==> src/rtl/pipe_ctrl_sched.sv <==
// Pipeline sequencer: merges stage stall requests, runs the exception flush/redirect + drain
// sequence and a stall watchdog. Define PIPE_STALL_PERF_EN to enable the stall_cycles counter.
module pipe_ctrl_sched #(
    parameter logic [31:0] INT_VECTOR  = 32'h0000_0020,
    parameter logic [31:0] EXC_VECTOR  = 32'h0000_0040,
    parameter int unsigned HOLD_CYCLES = 2,
    parameter int unsigned WDT_LIMIT   = 1024
) (
    input  logic        clk,
    input  logic        rst,
    input  logic        stallreq_if,
    input  logic        stallreq_id,
    input  logic        stallreq_ex,
    input  logic        stallreq_mem,
    input  logic [31:0] excepttype,
    input  logic [31:0] cp0_epc,
    output logic [5:0]  stall,
    output logic        flush,
    output logic [31:0] new_pc,
    output logic        stall_timeout,
    output logic [31:0] stall_cycles
);

    localparam int unsigned HOLD_W = 4;
    localparam int unsigned CNT_W  = 32;
    localparam logic [31:0] EXC_INT  = 32'h0000_0001;
    localparam logic [31:0] EXC_ERET = 32'h0000_000e;

    typedef enum logic {
        RUN  = 1'b0,
        HOLD = 1'b1
    } state_t;

    state_t              state_q;
    state_t              state_d;
    logic [HOLD_W-1:0]   hold_q;
    logic [HOLD_W-1:0]   hold_d;
    logic [CNT_W-1:0]    wdt_q;

    // State and drain counter registers
    always_ff @(posedge clk) begin
        if (rst) begin
            state_q <= RUN;
            hold_q  <= '0;
        end else begin
            state_q <= state_d;
            hold_q  <= hold_d;
        end
    end

    // Next state: an exception in RUN starts a HOLD_CYCLES-long drain
    always_comb begin
        state_d = state_q;
        hold_d  = hold_q;
        case (state_q)
            RUN: begin
                if (excepttype != '0) begin
                    state_d = HOLD;
                    hold_d  = HOLD_W'(HOLD_CYCLES - 1);
                end
            end
            HOLD: begin
                if (hold_q == '0) begin
                    state_d = RUN;
                end else begin
                    hold_d = hold_q - HOLD_W'(1);
                end
            end
            default: state_d = RUN;
        endcase
    end

    // Outputs are combinational so stage registers react on the same edge
    always_comb begin
        stall  = 6'b000000;
        flush  = 1'b0;
        new_pc = '0;
        if (!rst && state_q == RUN) begin
            if (excepttype != '0) begin
                flush = 1'b1;
                if (excepttype == EXC_INT) begin
                    new_pc = INT_VECTOR;
                end else if (excepttype == EXC_ERET) begin
                    new_pc = cp0_epc;
                end else begin
                    new_pc = EXC_VECTOR;
                end
            end else if (stallreq_mem) begin
                stall = 6'b011111;
            end else if (stallreq_ex) begin
                stall = 6'b001111;
            end else if (stallreq_id || stallreq_if) begin
                stall = 6'b000111;
            end
        end
    end

    // Watchdog on consecutive pc stalls; the flag is sticky until reset
    always_ff @(posedge clk) begin
        if (rst) begin
            wdt_q         <= '0;
            stall_timeout <= 1'b0;
        end else if (flush || !stall[0]) begin
            wdt_q <= '0;
        end else begin
            if (wdt_q < CNT_W'(WDT_LIMIT)) begin
                wdt_q <= wdt_q + CNT_W'(1);
            end
            if (wdt_q >= CNT_W'(WDT_LIMIT - 1)) begin
                stall_timeout <= 1'b1;
            end
        end
    end

`ifdef PIPE_STALL_PERF_EN
    // Saturating stalled-cycle counter
    always_ff @(posedge clk) begin
        if (rst) begin
            stall_cycles <= '0;
        end else if (stall[0] && stall_cycles != '1) begin
            stall_cycles <= stall_cycles + CNT_W'(1);
        end
    end
`else
    assign stall_cycles = '0;
`endif

endmodule
==> config.mk <==
export PLATFORM = sky130hd
export DESIGN_NAME = pipe_ctrl_sched
export DESIGN_NICKNAME = d
export VERILOG_FILES = /design/src/rtl/pipe_ctrl_sched.sv
export SDC_FILE = /design/constraint.sdc
export NUM_CORES = 1
export LEC_CHECK = 0
export CORE_ASPECT_RATIO = 1.4
export CORE_MARGIN = 5
export CORE_UTILIZATION = 36
export DETAILED_ROUTE_END_ITERATION = 10
export PLACE_DENSITY = 0.8
export SYNTH_ARGS = -nofsm -noshare
export SYNTH_HDL_FRONTEND = slang
export SYNTH_SLANG_ARGS = --single-unit
==> constraint.sdc <==
create_clock -name clk -period 2.52 [get_ports clk]
set_input_delay 0.504 -clock clk [delete_from_list [all_inputs] [get_ports clk]]
set_output_delay 0.504 -clock clk [all_outputs]
set_load 0.005 [all_outputs]
-- Word level (Yosys, flattened, before mapping)
Index checks and enable logic that the tools add are counted.
- $add $sub $neg: 2
- magnitude comparators: 2
- eq/ne operators: 4
- multiplexer cells: 16
- bitwise operators: 2
- reduce and logical (&&, ||, !) cells: 10
- operators with widths (cell ; number):
    2-to-1 mux 32 bit ; 4
    adder 32 x 1 -> 32 bit (second input constant) ; 1
    equality test 32 x 1 -> 1 bit (second input constant) ; 1
    equality test 32 x 4 -> 1 bit (second input constant) ; 1
    >= comparator 32 x 10 -> 1 bit (second input constant) ; 1
    less-than comparator 32 x 11 -> 1 bit (second input constant) ; 1
    nonzero test 32 bit ; 1
    2-to-1 mux 5 bit ; 3
    2-to-1 mux 4 bit ; 3
    case mux 4 bit (2 select lines) ; 1
    logical NOT 4 bit ; 1
    AND reduction 2 bit ; 2
    subtractor 4 x 1 -> 4 bit (second input constant) ; 1
    2-to-1 mux 1 bit ; 3
    2-to-1 mux 3 bit ; 1
    logical NOT 1 bit ; 2
    logical OR 1 bit ; 2
    inequality test 2 x 1 -> 1 bit (second input constant) ; 1
    inequality test 2 bit (second input constant) ; 1
    NOT 1 bit ; 2
    case mux 1 bit (2 select lines) ; 1
    OR reduction 2 bit ; 1
    logical AND 1 bit ; 1
- register bits: 38
- logic and storage cells: 40

-- Longest topological paths before layout
- depth after elaboration: 10
- gate-level depth with buffers: 7
- gate-level depth less buffers: 6

-- Least setup slack after synthesis
Ideal clock, no wire load.
- path kind: input to output
- start point: in excepttype[19]
- end point: out new_pc[0]
- data arrival time: 1652 ps
- path slack: 364 ps
- stages on the path: 5
- path buffers: 1
- cells stage by stage: nor4_1 nand3_1 nor4_1 buf_2 and2_1
- cells in the longest elaborated chain, start to end: 5
- RTL lines (what ; line ; RTL):
    start, declared ; 15 ; input logic [31:0] excepttype,
    equality test 32 x 4 -> 1 bit ; 83 ; end else if (excepttype == EXC_ERET) begin
    2-to-1 mux 32 bit ; 83 ;
    2-to-1 mux 32 bit ; 81 ; if (excepttype == EXC_INT) begin
    2-to-1 mux 32 bit (*) ; 79 ; if (excepttype != '0) begin
    2-to-1 mux 32 bit (*) ; 78 ; if (!rst && state_q == RUN) begin
    end, declared ; 19 ; output logic [31:0] new_pc,
Every way passes the cells marked *; elsewhere a longest branch is shown, timed or not.

-- Worst setup path after layout
- start point: in excepttype[13]
- end point: out new_pc[10]
Same word-level chain as after synthesis.

==> impl.org <==
** Outcome
- Result of the run :: completed

** CTS
- After clock tree synthesis, the clock-pin slew on the worst setup and hold paths is 0.07 ns.
- Buffers inserted to repair hold after CTS numbered 0.
- The tree is rooted in a sky130_fd_sc_hd__clkbuf_8.
- Counting the buffers created by CTS gives 5.
- Clock latency on the worst-skew pair, taken at its later pin, is 0.29 ns.
- TritonCTS built the clock tree.
- Clock tree synthesis found a total of 38 sinks.
- The clock tree synthesis step divided the H-tree into 2 levels.
- Longest Clk Path Bufs :: 2

** Synthesis
- The synthesized design spends more area on one cell type than any other, namely sky130_fd_sc_hd__dfxtp_1.
- Ranked by instance count, the synthesized netlist is headed by sky130_fd_sc_hd__and2_1, sky130_fd_sc_hd__dfxtp_1, sky130_fd_sc_hd__buf_4.
- Syn_area_per_cell :: 8.54 um^2
- After synthesis, the largest area contributor takes up 35.1% of total cell area.
- Synth async-reset ratio :: 0%
- The most used flip-flop cell after synthesis is sky130_fd_sc_hd__dfxtp_1.
- Synthesized area :: 2170 um^2
- Sorting the synthesized cells by area gives the leading types as sky130_fd_sc_hd__dfxtp_1, sky130_fd_sc_hd__and2_1, sky130_fd_sc_hd__buf_4, sky130_fd_sc_hd__nor4_1, sky130_fd_sc_hd__nand4_1.
- Synth Instances :: 254
- sky130_fd_sc_hd__and2_1 is the most common cell in the netlist.
- Number of flip-flops and latches in the synthesized netlist :: 38
- Seq/Total Area, Yosys :: 35.1%
- Number of enable-type register cells in the synthesized netlist :: 0
- For this run, the number of Yosys warnings is 0.
- Unique masters post-synth :: 41

** Critical path
- By startpoint and endpoint, the worst setup path is classified as in -> out.
- Critical path data required time :: 2.02 ns
- Worst Path Buf+Inv :: 5
- In this design, the largest share of critical-path delay is due to simple AND/OR/NAND/NOR gates.
- The slowest stage of the critical path belongs to the cell sky130_fd_sc_hd__nor4_4.
- Cells along the critical path :: clkbuf_2 -> nor4_4 -> nand4_1 -> nor4_4 -> buf_4 -> buf_6 -> buf_6 -> and2_1 -> buf_2
- The worst setup path is launched from an input port.
- Biggest fanout along the worst timing path :: 5
- STA puts the critical path data arrival time at 2.01 ns.
- Sort of element at the end of the critical path :: output port
- Peak per-stage delay on the critical path :: 0.29 ns

** Route
- After detailed routing, the number of remaining DRC violations is 0.
- In this run, the number of DRC markers left after iteration 0 of detailed routing was 87.
- Overall via count from detail_route :: 2289
- The routed design has 7.19 mm of wire.
- Mean routed wirelength per cell :: 15.6 um
- The first TritonRoute pass finished after 4 iterations.
- Post-detailed-route count of antenna-violating nets :: 0
- Routed vias/inst :: 4.97

** Die
- The die is 102 um tall.
- I/O pin count :: 142
- The total area inside the core boundary comes to 5860 um^2.
- Full die area :: 7700 um^2
- Initial cell density of the core :: 37.0%
- Width of the chip :: 75.6 um
- After floorplanning, the core was divided into 33 placement rows.

** Timing
- Period utilization :: 99.6%
- The max-slew violation total from the final report is 0.
- Top achievable clock speed :: 398 MHz
- RSZ-0062 raised after global routing :: yes
- Tmin final :: 2.51 ns
- Worst hold slack :: 0.463 ns
- The hold violation count in the final report is 0.
- Setup total negative slack on the finished layout was measured at 0 ns.
- Final setup viols :: 0
- Clock skew on the completed layout was measured at 0.00484 ns.
- Post-route worst setup slack :: 0.00942 ns

** Cells and area
- The finished layout holds 461 standard cells, fillers aside.
- Share of post-route cells with drive strength above 1 :: 35.0%
- The filler cells instantiated in the layout total 484.
- 0 antenna diodes ended up in the layout.
- After the last flow step, the layout net total stands at 463.
- For this run, the share of the core covered by cells in the final layout is 61.5%.
- Area overhead of the layout relative to synthesis :: 66.3%

** Power
- Cell internal power was estimated by the tool at 954 uW.
- Register share of total power :: 48.6%
- Maximum vdd ir drop :: 0.166 mV
- Net switching is 26.8% of the power.
- Per report_power, the clock group accounts for 29.8% of the total.
- In this run the power density over the cells is 361 nW/um^2.
- For this design the total switching power over the nets is 349 uW.
- Combinational cells account for 21.5% of the total power.
- The analysis attributes to cell leakage a power of 1.57 nW.

** Job
- Max-cap violations in this run came to 0.

** Placed design
- Cells after DPL :: 440
- Pre-CTS setup slack :: -0.760 ns
- Placed wire-length estimate :: 5.49 mm
- Routability-driven placement finished with a final weighted congestion of 0.790.
- Number of port buffers :: 108

** Global route
- Via count of the first global-routing pass :: 2364
- Initial antenna violation count :: 0
- Across every metal layer, demand over resource in global routing totals 17.7%.
- Overall overflow remaining after global route :: 0
- Pin count of the biggest net entering global routing :: 23
- The first global-routing pass estimated 10.3 mm of wire.

** Min path
- The min-delay analysis places its worst path in the category reg -> reg.
worst paths after layout:
| kind | slack, ns | cells after the start | end | from |
|---|---|---|---|---|
| max reg2reg | 0.55 | 4 | wdt_q[5]$_SDFFE_PP0N_ | wdt_q[16]$_SDFFE_PP0N_ |
| min reg2reg | 0.46 | 1 | wdt_q[12]$_SDFFE_PP0N_ | wdt_q[12]$_SDFFE_PP0N_ |
| min | 0.46 | 1 | wdt_q[12]$_SDFFE_PP0N_ | wdt_q[12]$_SDFFE_PP0N_ |
| max | 0.009 | 9 | new_pc[10] | excepttype[13] |
through the flow:
stage | power [mW] | area, um^2
2_1_floorplan | 0.782 | 2290
3_3_place_gp | 0.912 | 3290
3_5_place_dp | 0.922 | 3290
4_1_cts | 1.30 | 3430
5_1_grt | 1.37 | 3610
6_report | 1.30 | 3610
metal layers:
layer	GRT usage [%]	wire length, um	vias to the layer above	part of all wire [%]
met5	0	0	-	0
met1	15.4	2260	1061	31
met4	5.92	96	0	1.3
met3	7.28	854	6	12
met2	34.7	3980	121	55
li1	-	-	1101	-
final cells by class:
class,count,area (um^2),area share [%]
clock buffers,5,68.8,1.91
well taps,70,87.6,2.43
clock inverters,2,10.0,0.278
repair buffers,143,1280,35.6
inverters,10,37.5,1.04
flip-flops and latches,38,761,21.1
multi-input cells,193,1360,37.7
cells in the final DEF, fill, tap and decap left out, types with 8 or more instances in the layout:
cell type,instances
sky130_fd_sc_hd__a21oi_1,10
sky130_fd_sc_hd__and2_1,25
sky130_fd_sc_hd__and2_4,27
sky130_fd_sc_hd__buf_2,11
sky130_fd_sc_hd__buf_4,28
sky130_fd_sc_hd__buf_6,35
sky130_fd_sc_hd__clkbuf_2,11
sky130_fd_sc_hd__clkdlybuf4s15_1,10
sky130_fd_sc_hd__clkdlybuf4s50_1,38
sky130_fd_sc_hd__conb_1,33
sky130_fd_sc_hd__dfxtp_1,38
sky130_fd_sc_hd__dlygate4sd2_1,10
sky130_fd_sc_hd__inv_1,8
sky130_fd_sc_hd__nand2_1,8
sky130_fd_sc_hd__nand4_1,11
sky130_fd_sc_hd__nor4_1,8
logic make-up (layout without fill, tap and decap cells):
group / after synthesis / in the layout / synth area share, %
mux: 1 / 1 / 0.462
other cells: 1 / 33 / 0.173
xor+xnor: 1 / 1 / 0.404
simple gates: 124 / 124 / 36.2
fa+ha+maj: 2 / 2 / 1.15
buf+inv: 55 / 160 / 17.0
flops: 38 / 38 / 35.1
compound gates: 32 / 32 / 9.52
state kept, by name, indices dropped and copies added, names as in the netlist:
register and flops:
hold_q 4, stall_timeout 1, state_q 1, wdt_q 32
power groups by stage:
stage | Sequential (mW) | Clock, mW | Combinational [mW]
detailed placement | 0.647 | 0 | 0.275
CTS | 0.633 | 0.397 | 0.267
global route | 0.635 | 0.426 | 0.308
finish | 0.634 | 0.388 | 0.281
global placement | 0.646 | 0 | 0.266
floorplan | 0.647 | 0 | 0.135
timing repair:
action / CTS / global route
pin swaps: 17 / 25
buffers inserted: 10 / 1
endpoints found under the setup margin: 38 / 38
cloned: 4 / 0
resized for setup: 227 / 78
Note: power is estimated with default switching activity, not from simulation.
